## config.mk

```make
export PLATFORM = sky130hd
export DESIGN_NAME = controle_jogo
export DESIGN_NICKNAME = d
export VERILOG_FILES = /design/src/rtl/controle_jogo.sv
export SDC_FILE = /design/constraint.sdc
export NUM_CORES = 1
export LEC_CHECK = 0
export CAP_MARGIN = 20
export CORE_UTILIZATION = 55
export DETAILED_ROUTE_END_ITERATION = 16
export PLACE_DENSITY = 0.85
export SETUP_SLACK_MARGIN = 0.1
export SYNTH_ARGS = -nofsm -noshare
export SYNTH_HDL_FRONTEND = slang
export SYNTH_SLANG_ARGS = --single-unit
```

## constraint.sdc

```tcl
create_clock -name CLOCK_50 -period 5.05 [get_ports CLOCK_50]
set_clock_uncertainty 0.1 [all_clocks]
set_input_delay 0.7575 -clock CLOCK_50 [delete_from_list [all_inputs] [get_ports CLOCK_50]]
set_output_delay 0.7575 -clock CLOCK_50 [all_outputs]
set_load 0.02 [all_outputs]
```

## src/rtl/controle_jogo.sv

```systemverilog
// Game-state controller: ship/enemy-ball hit detection, kill scoring, lives and the top-level game FSM.
// Optional invulnerability window after a hit when CONTROLE_INVULNERAVEL_EN is defined.
module controle_jogo #(
    parameter int LARGURA_NAVE = 45,
    parameter int ALTURA_NAVE  = 20,
    parameter int VIDAS_INI    = 3,
    parameter int PONTOS_KILL  = 10,
    parameter int PONTOS_MAX   = 999
`ifdef CONTROLE_INVULNERAVEL_EN
    , parameter int INV_CICLOS = 50000000
`endif
) (
    input  logic       CLOCK_50,
    input  logic       reset,
    input  logic [3:0] keysout,
    input  logic [9:0] x_nave,
    input  logic [9:0] y_nave,
    input  logic [9:0] x_bola_inimiga,
    input  logic [9:0] y_bola_inimiga,
    input  logic [9:0] raio_bola_inimiga,
    input  logic [0:4] inimigo_vivo_array,
    output logic       pausa,
    output logic       reiniciarJogo,
    output logic [1:0] estado,
    output logic [1:0] vidas,
    output logic [9:0] pontos,
    output logic       vitoria
);

    typedef enum logic [1:0] {
        INICIO  = 2'd0,
        JOGANDO = 2'd1,
        PAUSADO = 2'd2,
        FIM     = 2'd3
    } estado_t;

    estado_t     est, est_n;
    logic [1:0]  vidas_n;
    logic [9:0]  pontos_n, pontos_sat;
    logic        vitoria_n, reiniciar_n;

    logic [1:0]  key_q, key_prev;
    logic        ev_start, ev_pausa;
    logic        sobrepoe, sobre_q, sobre_prev, hit, hit_ok;
    logic [0:4]  prev_vivo, kill_mask;
    logic [2:0]  n_kills;
    logic [12:0] soma;
    logic [11:0] xb, yb, r, xn, yn;
    logic        unused_keys;

    assign unused_keys = ^keysout[3:2];

    assign ev_start = key_q[0] & ~key_prev[0];
    assign ev_pausa = key_q[1] & ~key_prev[1];

    // One extra bit beyond 11 so x+W+r at the top of the 10-bit range cannot wrap.
    assign xb = {2'b00, x_bola_inimiga};
    assign yb = {2'b00, y_bola_inimiga};
    assign r  = {2'b00, raio_bola_inimiga};
    assign xn = {2'b00, x_nave};
    assign yn = {2'b00, y_nave};

    assign sobrepoe = (xb + r >= xn) && (xb <= xn + 12'(LARGURA_NAVE) + r) &&
                      (yb + r >= yn) && (yb <= yn + 12'(ALTURA_NAVE) + r);
    assign hit = sobre_q & ~sobre_prev;

    assign kill_mask = prev_vivo & ~inimigo_vivo_array;

    always_comb begin
        n_kills = '0;
        for (int i = 0; i < 5; i++)
            n_kills = n_kills + {2'b00, kill_mask[i]};
    end

    assign soma       = 13'(pontos) + 13'(PONTOS_KILL) * 13'(n_kills);
    assign pontos_sat = (soma > 13'(PONTOS_MAX)) ? 10'(PONTOS_MAX) : soma[9:0];

`ifdef CONTROLE_INVULNERAVEL_EN
    logic [25:0] inv_cnt, inv_cnt_n;
    assign hit_ok = hit && (inv_cnt == '0);
`else
    assign hit_ok = hit;
`endif

    always_comb begin
        est_n       = est;
        vidas_n     = vidas;
        pontos_n    = pontos;
        vitoria_n   = vitoria;
        reiniciar_n = 1'b0;
`ifdef CONTROLE_INVULNERAVEL_EN
        inv_cnt_n   = inv_cnt;
`endif
        case (est)
            INICIO: begin
`ifdef CONTROLE_INVULNERAVEL_EN
                inv_cnt_n = '0;
`endif
                if (ev_start) begin
                    est_n       = JOGANDO;
                    reiniciar_n = 1'b1;
                    vidas_n     = 2'(VIDAS_INI);
                    pontos_n    = '0;
                    vitoria_n   = 1'b0;
                end
            end
            JOGANDO: begin
                pontos_n = pontos_sat;
`ifdef CONTROLE_INVULNERAVEL_EN
                if (inv_cnt != '0)
                    inv_cnt_n = inv_cnt - 26'd1;
`endif
                // Defeat is checked first so it wins over a same-cycle victory.
                if (hit_ok) begin
`ifdef CONTROLE_INVULNERAVEL_EN
                    inv_cnt_n = 26'(INV_CICLOS);
`endif
                    if (vidas > 2'd1) begin
                        vidas_n = vidas - 2'd1;
                    end else begin
                        vidas_n   = 2'd0;
                        est_n     = FIM;
                        vitoria_n = 1'b0;
                    end
                end else if (inimigo_vivo_array == '0 && !reiniciarJogo) begin
                    est_n     = FIM;
                    vitoria_n = 1'b1;
                end
                if (ev_pausa && est_n == JOGANDO)
                    est_n = PAUSADO;
            end
            PAUSADO: begin
                if (ev_pausa)
                    est_n = JOGANDO;
            end
            FIM: begin
                if (ev_start)
                    est_n = INICIO;
            end
            default: est_n = INICIO;
        endcase
    end

    always_ff @(posedge CLOCK_50) begin
        if (reset) begin
            est           <= INICIO;
            vidas         <= 2'(VIDAS_INI);
            pontos        <= '0;
            vitoria       <= 1'b0;
            reiniciarJogo <= 1'b0;
            key_q         <= '0;
            key_prev      <= '0;
            sobre_q       <= 1'b0;
            sobre_prev    <= 1'b0;
            prev_vivo     <= '0;
`ifdef CONTROLE_INVULNERAVEL_EN
            inv_cnt       <= '0;
`endif
        end else begin
            est           <= est_n;
            vidas         <= vidas_n;
            pontos        <= pontos_n;
            vitoria       <= vitoria_n;
            reiniciarJogo <= reiniciar_n;
            key_q         <= keysout[1:0];
            key_prev      <= key_q;
            sobre_q       <= sobrepoe;
            sobre_prev    <= sobre_q;
            prev_vivo     <= inimigo_vivo_array;
`ifdef CONTROLE_INVULNERAVEL_EN
            inv_cnt       <= inv_cnt_n;
`endif
        end
    end

    assign estado = est;
    assign pausa  = (est != JOGANDO);

endmodule

```

; Yosys cells after proc, flatten, opt, wreduce, memory -nomap -nowiden
; Cells that the tools add are included.
[classes]
addsub = 12
n_mul = 1
magnitude_cmp = 6
n_eq_ne = 11
muxes = 22
bitwise = 9
reduce_logical = 14
[op_table]
columns = operator, count
row1 = 11-bit by 10-bit adder with 12-bit output, 2
row2 = 10-bit by 12-bit less-or-equal comparator with 1-bit output, 2
row3 = 10-bit by 10-bit adder with 11-bit output, 2
row4 = 11-bit by 10-bit >= comparator with 1-bit output, 2
row5 = 2-bit two-way mux, 11
row6 = 10-bit two-way mux, 2
row7 = 10-bit case mux with 2 select lines, 1
row8 = 10-bit by 5-bit adder with 11-bit output (second input constant), 1
row9 = 10-bit by 6-bit adder with 11-bit output (second input constant), 1
row10 = 10-bit by 7-bit adder with 11-bit output, 1
row11 = 11-bit by 10-bit greater-than comparator with 1-bit output (second input constant), 1
row12 = 2-bit != test (second input constant), 4
row13 = 2-bit case mux with 4 select lines, 1
row14 = 3-bit by 1-bit adder with 3-bit output, 2
row15 = 3-bit by 3-bit multiplier with 6-bit output (first input constant), 1
row16 = 3-bit != test (second input constant), 2
row17 = 3-bit AND reduction, 2
row18 = 5-bit bitwise AND, 1
row19 = 1-bit logical AND, 5
row20 = 5-bit zero test, 1
row21 = 1-bit two-way mux, 5
row22 = 5-bit NOT, 1
row23 = 2-bit by 1-bit == test with 1-bit output (second input constant), 2
row24 = 2-bit == test (second input constant), 2
row25 = other kinds (15), 20
[word_totals]
regBits = 27
input_bits = 61
output_inout_bits = 17
elab_cells = 85

; Longest topological paths before layout
; Gate-level depths: netlist of the first run.
[depth]
ltp_word = 11
mapped_depth = 20
ltp_nobuf = 20

; Worst setup path before layout of the first run
; OpenSTA, ideal clock, no wires.
[synth_path]
kind = input to register
startpoint = input inimigo_vivo_array[4] (netlist name)
endpoint = register pontos[6]
setup_ns = 0.122
arrival_time_ns = 4.121
required_time_ns = 4.828
slack_ns = 0.707
path_stages = 15
path_buffers = 0
path_cell_list = nor2b_1 fa_1 inv_1 fa_1 inv_1 ha_1 ha_1 ha_1 o21a_1 a2111o_1 a21o_1 a41oi_2 or3_4 o21ai_2 a221o_1
[synth_via]
elab_chain_len = 8
[synth_lines]
columns = item, line
row1 = start: declaration, 21  ; input logic [0:4] inimigo_vivo_array,
row2 = 5-bit NOT (*), 67  ; assign kill_mask = prev_vivo & ~inimigo_vivo_array;
row3 = 5-bit bitwise AND (*), 67
row4 = 3-bit by 1-bit adder with 3-bit output (*), 72  ; n_kills = n_kills + {2'b00, kill_mask[i]};
row5 = 3-bit by 3-bit multiplier with 6-bit output (*), 75  ; assign soma = 13'(pontos) + 13'(PONTOS_KILL) * 13'(n_kills);
row6 = 10-bit by 7-bit adder with 11-bit output (*), 75
row7 = 11-bit by 10-bit greater-than comparator with 1-bit output, 76  ; assign pontos_sat = (soma > 13'(PONTOS_MAX)) ? 10'(PONTOS_MAX) : soma[9:0];
row8 = 10-bit two-way mux (*), 76
row9 = 10-bit case mux with 2 select lines (*), 94  ; case (est)
row10 = end signal: assignment, 162  ; pontos <= pontos_n;
row11 = end: declaration, 26  ; output logic [9:0] pontos,
; Every way passes the cells marked *; elsewhere a longest branch is shown, timed or not.
; A chain may end at the register's enable or synchronous reset.

; Worst setup path after layout of the first run
[layout_path]
startpoint = input inimigo_vivo_array[3] (netlist name)
endpoint = register pontos[6]
[layout_via]
elab_chain_len = 9
[layout_lines]
columns = item, line
row1 = 5-bit NOT (*), 67
row2 = 5-bit bitwise AND (*), 67
row3 = 3-bit by 1-bit adder with 3-bit output (*) (2 in series), 72
row4 = 3-bit by 3-bit multiplier with 6-bit output (*), 75
row5 = 10-bit by 7-bit adder with 11-bit output (*), 75
row6 = 11-bit by 10-bit greater-than comparator with 1-bit output, 76
row7 = 10-bit two-way mux (*), 76
row8 = 10-bit case mux with 2 select lines (*), 94
; Marked as above.

==> results.ini, run 1 <==
[sta]
fmax_mhz=211
slew_headroom_pct=57.3
finalHoldViolations=0
finalCritPeriodShare_pct=93.9
tns_ps=0
max_slew.worst_pin.slew_ps=624
period_needed_ps=4740
rsz0062_at_grt=no
whs_ps=364
drv_slew=0
setup_viol=0

[finish]
nNetsFinal=778
fillers=588
seq_area_sq_um=541
mostFrequentLayoutCell=ha_1
syn_to_final_growth_pct=21.9
postLayoutCoreUtil_pct=70.3
drive_above_1_share_pct=3.49
multi_input_area_sq_mm=0.00345
final_cell_mix=ha_1, clkdlybuf4s50_1, inv_1
stdcell_count=700
diodes=0

[clock_tree]
cts_resized=0
h-tree-depth=1
hold_buffers=0
clkLatencyLatePin_ps=280
cts_buffer_depth=2
post-cts-setup-buffer-count=0
numCtsBuffers=3
cts_root_buf=clkbuf_8
cts_tree=yes
clk_pin_slew_ps=90
cts_sinks=27

[place]
portBuffers=75
post-place-cells=696
dp_hpwl_um=8530
place.gp.congestion=0.878

[worst_setup_path]
worstPathCellList=clkdlybuf4s50_1 -> nor2b_1 -> fa_1 -> inv_1 -> fa_1 -> inv_1 -> ha_1 -> ha_1 -> ha_1 -> o21a_1 -> a2111o_1 -> and2_4 -> o221ai_2 -> or3_4 -> o21ai_2 -> a221o_1
cp.required_ps=5120
start_kind=primary input
crit_type=in2reg
worstSetupEndpointType=register
slowest_delay_ps=520
worstPathMaxFanout=5
crit_path_top_delay_cell=fa_1
cp_data_arrival_time_ps=4810
cpMostUsedCell=ha_1

[drt]
dr.max_layer_used=met4
wl_met1_um=4130
ant_nets=0
drc=0
vias=4008
dr.pass1.iters=4
avgViaCountPerCell=5.73
wl_um=9760
dr_wl_met3_um=382
first_iter_violations=92
wl_met2_um=4970
wl_per_cell_um=13.9

[grt]
grt_pass1_vias=4064
gr-total-overflow=0
track_usage_pct=24.6
antenna_found_initial=0
grt_max_degree=19
grt_pass1_wl_um=16800

[pwr]
pwr-share-comb_pct=61.1
leakagePower_nw=2.49
p_int_mw=0.550
vdd_ir_drop_max_mv=0.0954
seq_power_share_pct=25.4
clkPwrFrac_pct=13.5
switchingPower_mw=0.357
powerDensity_mw_per_mm2=175
p_sw_share_pct=39.4

[synthesis]
synth_cell_types=61
ys_seq_elements=27
ys_top_cells_by_area=ha_1, dfxtp_1, inv_1
ys_seq_area_share_pct=12.7
postSynthCellCount=523
yosys.area.top_type=ha_1
yosys_warnings=0
syn_avg_cell_area_sq_um=8.13
synthFlopType=dfxtp_1
synth_edf_count=0
synthArstFlopShare_pct=0
synth_top_cell_area_share_pct=31.8
netlist_area_sq_mm=0.00425
syn_nets=699

[job]
cap_violations=0

[die]
std_cell_rows=31
ios=78
die-area_sq_mm=0.00809
initial_core_util_pct=57.7
dieWidth_um=89.9
coreArea_sq_mm=0.00737
die_y_um=89.9

[outcome]
status=finished clean

[worst_hold_path]
min_path_type=reg2reg

-- layout make-up --
cell class | instances | share of cell area, %
Inverter | 65 | 4.71
Tap cell | 99 | 2.39
Clock buffer | 4 | 0.869
Timing Repair Buffer | 79 | 15.1
Sequential cell | 27 | 10.4
Multi-Input combinational cell | 426 | 66.5
-- flip-flops by register name, summed over array words and instances, names as in the netlist --
register       flops
key_prev           2
key_q              2
vitoria            1
sobre_q            1
reiniciarJogo      1
pontos            10
prev_vivo          5
estado             2
sobre_prev         1
vidas              2
-- Yosys cell counts (all sizes together) (8+ instances only) --
cell and count:
dfxtp 27, inv 65, nand3 13, nor2b 22, nand2b 18, nor3 8, nand2 29, nor2 31
a211oi 9, ha 108, xnor2 17, xor2 10, a21o 9, a21oi 36, o21ai 21
-- power by group through the flow --
stage | clock (mW) | sequential, mW | combinational (mW)
final | 0.122 | 0.231 | 0.554
after global routing | 0.133 | 0.232 | 0.635
after CTS | 0.122 | 0.231 | 0.555
after detailed placement | 0 | 0.236 | 0.549
after global placement | 0 | 0.235 | 0.523
after floorplan | 0 | 0.237 | 0.385
-- routing by layer --
layer	up-vias	global-route usage, %
met5	-	0
met4	0	9.95
met3	25	1.86
met2	115	47.4
met1	1825	27.6
li1	2043	-
-- logic make-up after synthesis --
logic type / after synthesis / share of synthesized area (%)
AND/OR/NAND/NOR: 148 / 18.1
buffers and inverters: 70 / 6.21
flip-flops: 27 / 12.7
XOR/XNOR: 27 / 5.56
AO/OA/AOI/OAI: 135 / 22.1
adder cells (fa/ha/maj): 115 / 35.1
multiplexers: 1 / 0.235
-- worst max-delay path, delay by kind of cell --
kind	cells	cell delay [ps]
AOI/OAI and AO/OA	5	1150
adders and majority gates	5	1810
and+or+nand+nor	3	450
buffers and inverters	3	660
-- final timing paths --
check / startpoint / to / slack, ps / cells after the start
worst min register to register: key_q[0]$_SDFF_PP0_ / key_prev[0]$_SDFF_PP0_ / 360 / 1
worst min-delay path: key_q[0]$_SDFF_PP0_ / key_prev[0]$_SDFF_PP0_ / 360 / 1
worst max register to register: prev_vivo[4]$_SDFF_PP0_ / pontos[6]$_SDFFE_PP0P_ / 920 / 15
worst max-delay path: inimigo_vivo_array[3] / pontos[6]$_SDFFE_PP0P_ / 310 / 16
-- stage by stage --
step                power, mW  worst slack (ps)  instance area (sq um)
global route             1.00               110                   5180
finish                  0.908               310                   5180
floorplan               0.623               707                   4250
detailed placement      0.785             -7.90                   5140
global placement        0.758              72.2                   5140
CTS                     0.907               288                   5180
Note: power is estimated with default switching activity, not from simulation.
==> run 2, diff against run 1 <==
==> constraint.sdc (replaced) <==
create_clock -name CLOCK_50 -period 4.6 [get_ports CLOCK_50]
set_clock_uncertainty 0.1 [all_clocks]
set_input_delay 0.69 -clock CLOCK_50 [delete_from_list [all_inputs] [get_ports CLOCK_50]]
set_output_delay 0.69 -clock CLOCK_50 [all_outputs]
set_load 0.02 [all_outputs]
==> results.ini, run 2 (same netlist as run 1, synthesis figures left out) <==
[grt]
grt_pass1_vias=4272  ; +5.1%
grt_max_degree=19  ; unchanged
track_usage_pct=26.2  ; +1.7 points
grt_pass1_wl_um=17800  ; +5.9%
antenna_found_initial=0  ; unchanged
gr-total-overflow=0  ; unchanged

[job]
cap_violations=0  ; unchanged

[die]
initial_core_util_pct=57.7  ; unchanged
die-area_sq_mm=0.00809  ; unchanged
std_cell_rows=31  ; unchanged
coreArea_sq_mm=0.00737  ; unchanged
dieWidth_um=89.9  ; unchanged
ios=78  ; unchanged
die_y_um=89.9  ; unchanged

[worst_setup_path]
worstPathCellList=dlygate4sd2_1 -> nor2b_1 -> fa_1 -> inv_2 -> fa_2 -> inv_1 -> ha_1 -> ha_1 -> ha_1 -> o21a_1 -> a2111o_1 -> a21o_1 -> a41oi_2 -> or3_4 -> o21ai_2 -> a221o_1
r2r_end=pontos[6]$_SDFFE_PP0P_
cp.required_ps=4670  ; -450 ps
r2r-start=prev_vivo[1]$_SDFF_PP0_
slowest_delay_ps=550  ; +30 ps
start_kind=primary input
worstSetupEndpointType=register
cp_data_arrival_time_ps=4400  ; -410 ps
crit_path_top_delay_cell=fa_1
cpMostUsedCell=ha_1
critPathLaunch=inimigo_vivo_array[1]
rr_worst_depth=15  ; unchanged
crit_type=in2reg
regToRegSetupSlack_ps=540  ; -380 ps
worstPathMaxFanout=4  ; -1

[pwr]
vdd_ir_drop_max_mv=0.100  ; +5.0%
leakagePower_nw=2.64  ; +5.8%
powerDensity_mw_per_mm2=191  ; +8.9%
p_total_mw=1.05  ; +15%

[clock_tree]
cts_sinks=27  ; unchanged
h-tree-depth=1  ; unchanged
cts_tree=yes
numCtsBuffers=3  ; unchanged
cts_root_buf=clkbuf_8
hold_buffers=0  ; unchanged
clk_pin_slew_ps=90  ; about the same
clkLatencyLatePin_ps=270  ; about the same
cts_buffer_depth=2  ; unchanged

[worst_hold_path]
min_path_cells=1  ; unchanged
hp-start=key_q[0]$_SDFF_PP0_
min_path_type=reg2reg
min_to=key_prev[0]$_SDFF_PP0_

[drt]
avgViaCountPerCell=5.72  ; -0.17%
dr.pass1.iters=7  ; +3
first_iter_violations=99  ; +7.6%
wl_um=10500  ; +7.7%
ant_nets=0  ; unchanged
vias=4167  ; +4.0%
drc=0  ; unchanged
wl_per_cell_um=14.4  ; +3.4%

[sta]
slew_headroom_pct=53.3  ; -4.0 points
tns_ps=0  ; unchanged
rsz0062_at_grt=yes
period_needed_ps=4330
drv_slew=0  ; unchanged
finalHoldViolations=0  ; unchanged
max_slew.worst_pin.slew_ps=683  ; +58.9 ps
setup_viol=0  ; unchanged
finalCritPeriodShare_pct=94.1
setup_slack_ps=273  ; -36.7 ps
fmax_mhz=231

[place]
portBuffers=75  ; unchanged
dp_hpwl_um=8850  ; +3.8%
placed_cell_area_sq_mm=0.00533  ; +3.7%
place_ws_ps=-389  ; -381 ps
place.gp.congestion=0.892  ; +1.6%

[finish]
syn_to_final_growth_pct=28.8
largest_reg_flops=10  ; unchanged
regMostFlops=pontos
fin_area_sq_mm=0.00548  ; +5.7%
drive_above_1_share_pct=10.5  ; +7.0 points
mostFrequentLayoutCell=ha_1
largestRegisters=pontos x10, prev_vivo x5
diodes=0  ; unchanged
nNetsFinal=807  ; +3.7%
final_cell_mix=ha_1, clkdlybuf4s50_1, inv_1

[outcome]
status=finished clean

-- run 2: cell count changes in the layout (fill, tap and decap cells not counted), moves of 2 or more --
cell	before	now
clkdlybuf4s50_1	75	72
inv_1	65	63
inv_2	0	2
fa_1	7	5
ha_1	108	105
nor2b_1	22	19
fa_2	0	2
o311ai_0	2	0
ha_4	0	3
dlygate4sd2_1	0	3
nor2b_2	0	3
buf_4	4	33
-- run 2: cell type report --
type | instances | area [sq um]
multi-input cells | 426 | 3530
fillers | 538 | 1890
well taps | 99 | 124
clock buffers | 3 | 41.3
flip-flops and latches | 27 | 541
clock inverters | 1 | 7.51
repair buffers | 108 | 995
inverters | 65 | 244
-- run 2: worst max-delay path by stage --
stage / to / slack [ps]
after global placement: pontos[6]$_SDFFE_PP0P_ / -230
after global routing: sobre_q$_SDFF_PP0_ / 90
after CTS: sobre_q$_SDFF_PP0_ / 230
after detailed placement: pontos[6]$_SDFFE_PP0P_ / -390
final: pontos[6]$_SDFFE_PP0P_ / 270
after floorplan: pontos[6]$_SDFFE_PP0P_ / 320
-- run 2: where the power goes --
| group | switching, mW | internal, mW | total, mW |
|---|---|---|---|
| clock network | 0.0752 | 0.0615 | 0.137 |
| logic | 0.329 | 0.326 | 0.654 |
| registers | 0.00887 | 0.245 | 0.254 |
-- run 2: repair_timing --
item | CTS | global route
endpoints found under the setup margin | 8 | 5
pin swaps | 10 | 5
resized for setup | 13 | 9
setup buffers | 2 | 2
-- run 2: through the flow --
stage                     cells  hold WS, ps  util [%]
after floorplan             523          330         -
after global placement      721          345      72.3
after detailed placement    721          361      72.3
after CTS                   727          376      73.8
after global routing        729          389      74.3
final                       729          372      74.3
-- run 2: metal layers --
layer  wire length, um  vias to the layer above  global-route usage, %
met5                 0                        -                      0
li1                  -                     2104                      -
met4               286                        0                   8.47
met2              5550                      116                   53.6
met3               428                       29                   2.54
met1              4250                     1918                   27.6
-- run 2: worst max-delay path: cells and delay by family --
| kind | cells | cell delay [ps] |
|---|---|---|
| buffers and inverters | 3 | 320 |
| AND/OR/NAND/NOR | 2 | 240 |
| AO/OA/AOI/OAI | 6 | 1260 |
| adder cells (fa/ha/maj) | 5 | 1870 |
==> run 3, diff against run 2 <==
--- a/config.mk
+++ b/config.mk
@@ -6,9 +6,11 @@
 export NUM_CORES = 1
 export LEC_CHECK = 0
 export CAP_MARGIN = 20
-export CORE_UTILIZATION = 55
+export CELL_PAD_IN_SITES_DETAIL_PLACEMENT = 0
+export CELL_PAD_IN_SITES_GLOBAL_PLACEMENT = 2
+export CORE_UTILIZATION = 32
 export DETAILED_ROUTE_END_ITERATION = 16
-export PLACE_DENSITY = 0.85
+export PLACE_DENSITY_LB_ADDON = 0.1
 export SETUP_SLACK_MARGIN = 0.1
 export SYNTH_ARGS = -nofsm -noshare
 export SYNTH_HDL_FRONTEND = slang
==> results.ini, run 3 (same netlist as run 1, synthesis figures left out) <==
[pwr]
vdd_ir_drop_max_mv=0.127  ; +27%
powerDensity_mw_per_mm2=195  ; +2.2%
leakagePower_nw=2.67  ; +1.4%

[die]
initial_core_util_pct=33.3  ; -24 points
std_cell_rows=41  ; +32%
die_y_um=117  ; +30%
coreArea_sq_mm=0.0128  ; +73%
ios=78  ; unchanged
dieWidth_um=117  ; +30%
die-area_sq_mm=0.0138  ; +70%

[finish]
fillers=1285  ; +140%
mostFrequentLayoutCell=ha_1
final_cell_mix=ha_1, clkdlybuf4s50_1, inv_1
stdcell_count=808  ; +11%
fin_area_sq_mm=0.00570  ; +4.0%
seq_area_sq_um=541  ; unchanged
diodes=0  ; unchanged
nNetsFinal=813  ; +0.74%
multi_input_area_sq_mm=0.00358  ; +1.4%
largestRegisters=pontos x10, prev_vivo x5
syn_to_final_growth_pct=33.9
regMostFlops=pontos
largest_reg_flops=10  ; unchanged
drive_above_1_share_pct=12.1  ; +1.6 points

[drt]
avgViaCountPerCell=5.01  ; -12%
wl_um=10700  ; +1.8%
drc=0  ; unchanged
wl_per_cell_um=13.3  ; -8.1%
dr.pass1.iters=7  ; unchanged
first_iter_violations=155  ; +57%
ant_nets=0  ; unchanged
vias=4049  ; -2.8%

[clock_tree]
cts_sinks=27  ; unchanged
clk_pin_slew_ps=60  ; -30 ps
hold_buffers=0  ; unchanged
cts_tree=yes
cts_root_buf=clkbuf_16
clkLatencyLatePin_ps=260  ; about the same
numCtsBuffers=3  ; unchanged
cts_buffer_depth=2  ; unchanged
h-tree-depth=1  ; unchanged

[worst_hold_path]
min_path_cells=1  ; unchanged
min_path_type=reg2reg
hp-start=pontos[0]$_SDFFE_PP0P_
min_to=pontos[0]$_SDFFE_PP0P_

[sta]
rsz0062_at_grt=no
finalHoldViolations=0  ; unchanged
period_needed_ps=4270  ; -55.0 ps
drv_slew=0  ; unchanged
setup_viol=0  ; unchanged
fmax_mhz=234  ; +1.3%
max_slew.worst_pin.slew_ps=713  ; +30.1 ps
tns_ps=0  ; unchanged
finalCritPeriodShare_pct=92.9  ; -1.2 points
setup_slack_ps=328  ; +55.0 ps
slew_headroom_pct=52.3  ; -1.0 points

[place]
dp_hpwl_um=9450  ; +6.8%
placed_cell_area_sq_mm=0.00548  ; +2.8%
place.gp.congestion=0.792  ; -11%
place_ws_ps=-360  ; +28.5 ps
post-place-cells=802  ; +11%
portBuffers=75  ; unchanged

[worst_setup_path]
r2r_end=pontos[6]$_SDFFE_PP0P_
crit_type=in2reg
regToRegSetupSlack_ps=670  ; +130 ps
cp_data_arrival_time_ps=4370  ; -30 ps
r2r-start=prev_vivo[4]$_SDFF_PP0_
start_kind=primary input
worstPathMaxFanout=2  ; -2
worstSetupEndpointType=register
cp.required_ps=4700  ; +30 ps
rr_worst_depth=14  ; -1

[grt]
grt_pass1_vias=3850  ; -9.9%
gr-total-overflow=0  ; unchanged
grt_pass1_wl_um=17400  ; -2.3%
grt_max_degree=19  ; unchanged
antenna_found_initial=0  ; unchanged
track_usage_pct=15.3  ; -11 points

[outcome]
status=finished clean

[job]
cap_violations=0  ; unchanged

[run 3: cell types whose count changed in the layout (fill, tap and decap cells not counted), sizes merged]
cell and change:
dlygate4sd2 -1, clkinvlp -1, buf +6, clkbuf +1, dlymetal6s2s +1
[run 3: area by class of cell]
type                            instances  share of cell area, %
Sequential cell                        27                   9.49
Tap cell                              172                   3.78
Timing Repair Buffer                  114                   18.3
Clock buffer                            4                   1.38
Inverter                               65                   4.28
Multi-Input combinational cell        426                   62.8
[run 3: report_power, final]
| group | total [mW] | leakage, nW | switching [mW] | internal, mW |
|---|---|---|---|---|
| Clock | 0.195 | 0.0382 | 0.0763 | 0.119 |
| Combinational | 0.662 | 2.41 | 0.329 | 0.334 |
| Sequential | 0.254 | 0.221 | 0.00872 | 0.245 |
[run 3: worst max-delay path by stage]
stage                          start                     end  slack (ps)  cells past startpoint
6_report        raio_bola_inimiga[2]      sobre_q$_SDFF_PP0_         330                     19
5_1_grt         raio_bola_inimiga[2]      sobre_q$_SDFF_PP0_         110                     19
4_1_cts        inimigo_vivo_array[3]  pontos[6]$_SDFFE_PP0P_         110                     16
3_5_place_dp   inimigo_vivo_array[4]  pontos[6]$_SDFFE_PP0P_        -360                     16
3_3_place_gp   inimigo_vivo_array[4]  pontos[6]$_SDFFE_PP0P_        -310                     16
2_1_floorplan  inimigo_vivo_array[4]  pontos[6]$_SDFFE_PP0P_         320                     15
[run 3: routing by layer]
| metal | GRT usage [%] | vias up | part of all wire [%] |
|---|---|---|---|
| li1 | - | 2115 | - |
| met3 | 1.22 | 11 | 2.6 |
| met4 | 4.22 | 0 | 1.6 |
| met2 | 29.8 | 69 | 53 |
| met5 | 0 | - | 0 |
| met1 | 17.6 | 1854 | 43 |
[run 3: critical path, stage by stage]
cell and delay, ps:
clkdlybuf4s50_1 480, inv_1 100, ha_1 300, inv_1 50, ha_1 280, a21o_1 210, a211oi_2 230, o21bai_1 120
o31ai_1 300, buf_4 170, xor2_1 60, ha_1 290, nand2_1 60, or2_2 310, nor3_2 200, a211oi_2 50
o31a_1 120, nand4_1 140, and4_1 200
[run 3: stage by stage]
step | util [%] | hold WS, ps | total power [mW]
after global routing | 44.6 | 371 | 1.22
after floorplan | - | 330 | 0.683
after detailed placement | 42.9 | 347 | 0.905
after CTS | 43.6 | 363 | 1.11
final | 44.6 | 361 | 1.11
after global placement | 42.9 | 341 | 0.895
[run 3: repair_timing]
item / 4_1_cts / 5_1_grt
pin swaps: 9 / 7
resized for setup: 6 / 26
cloned: 0 / 0
endpoints found under the setup margin: 8 / 9
setup buffers: 1 / 1
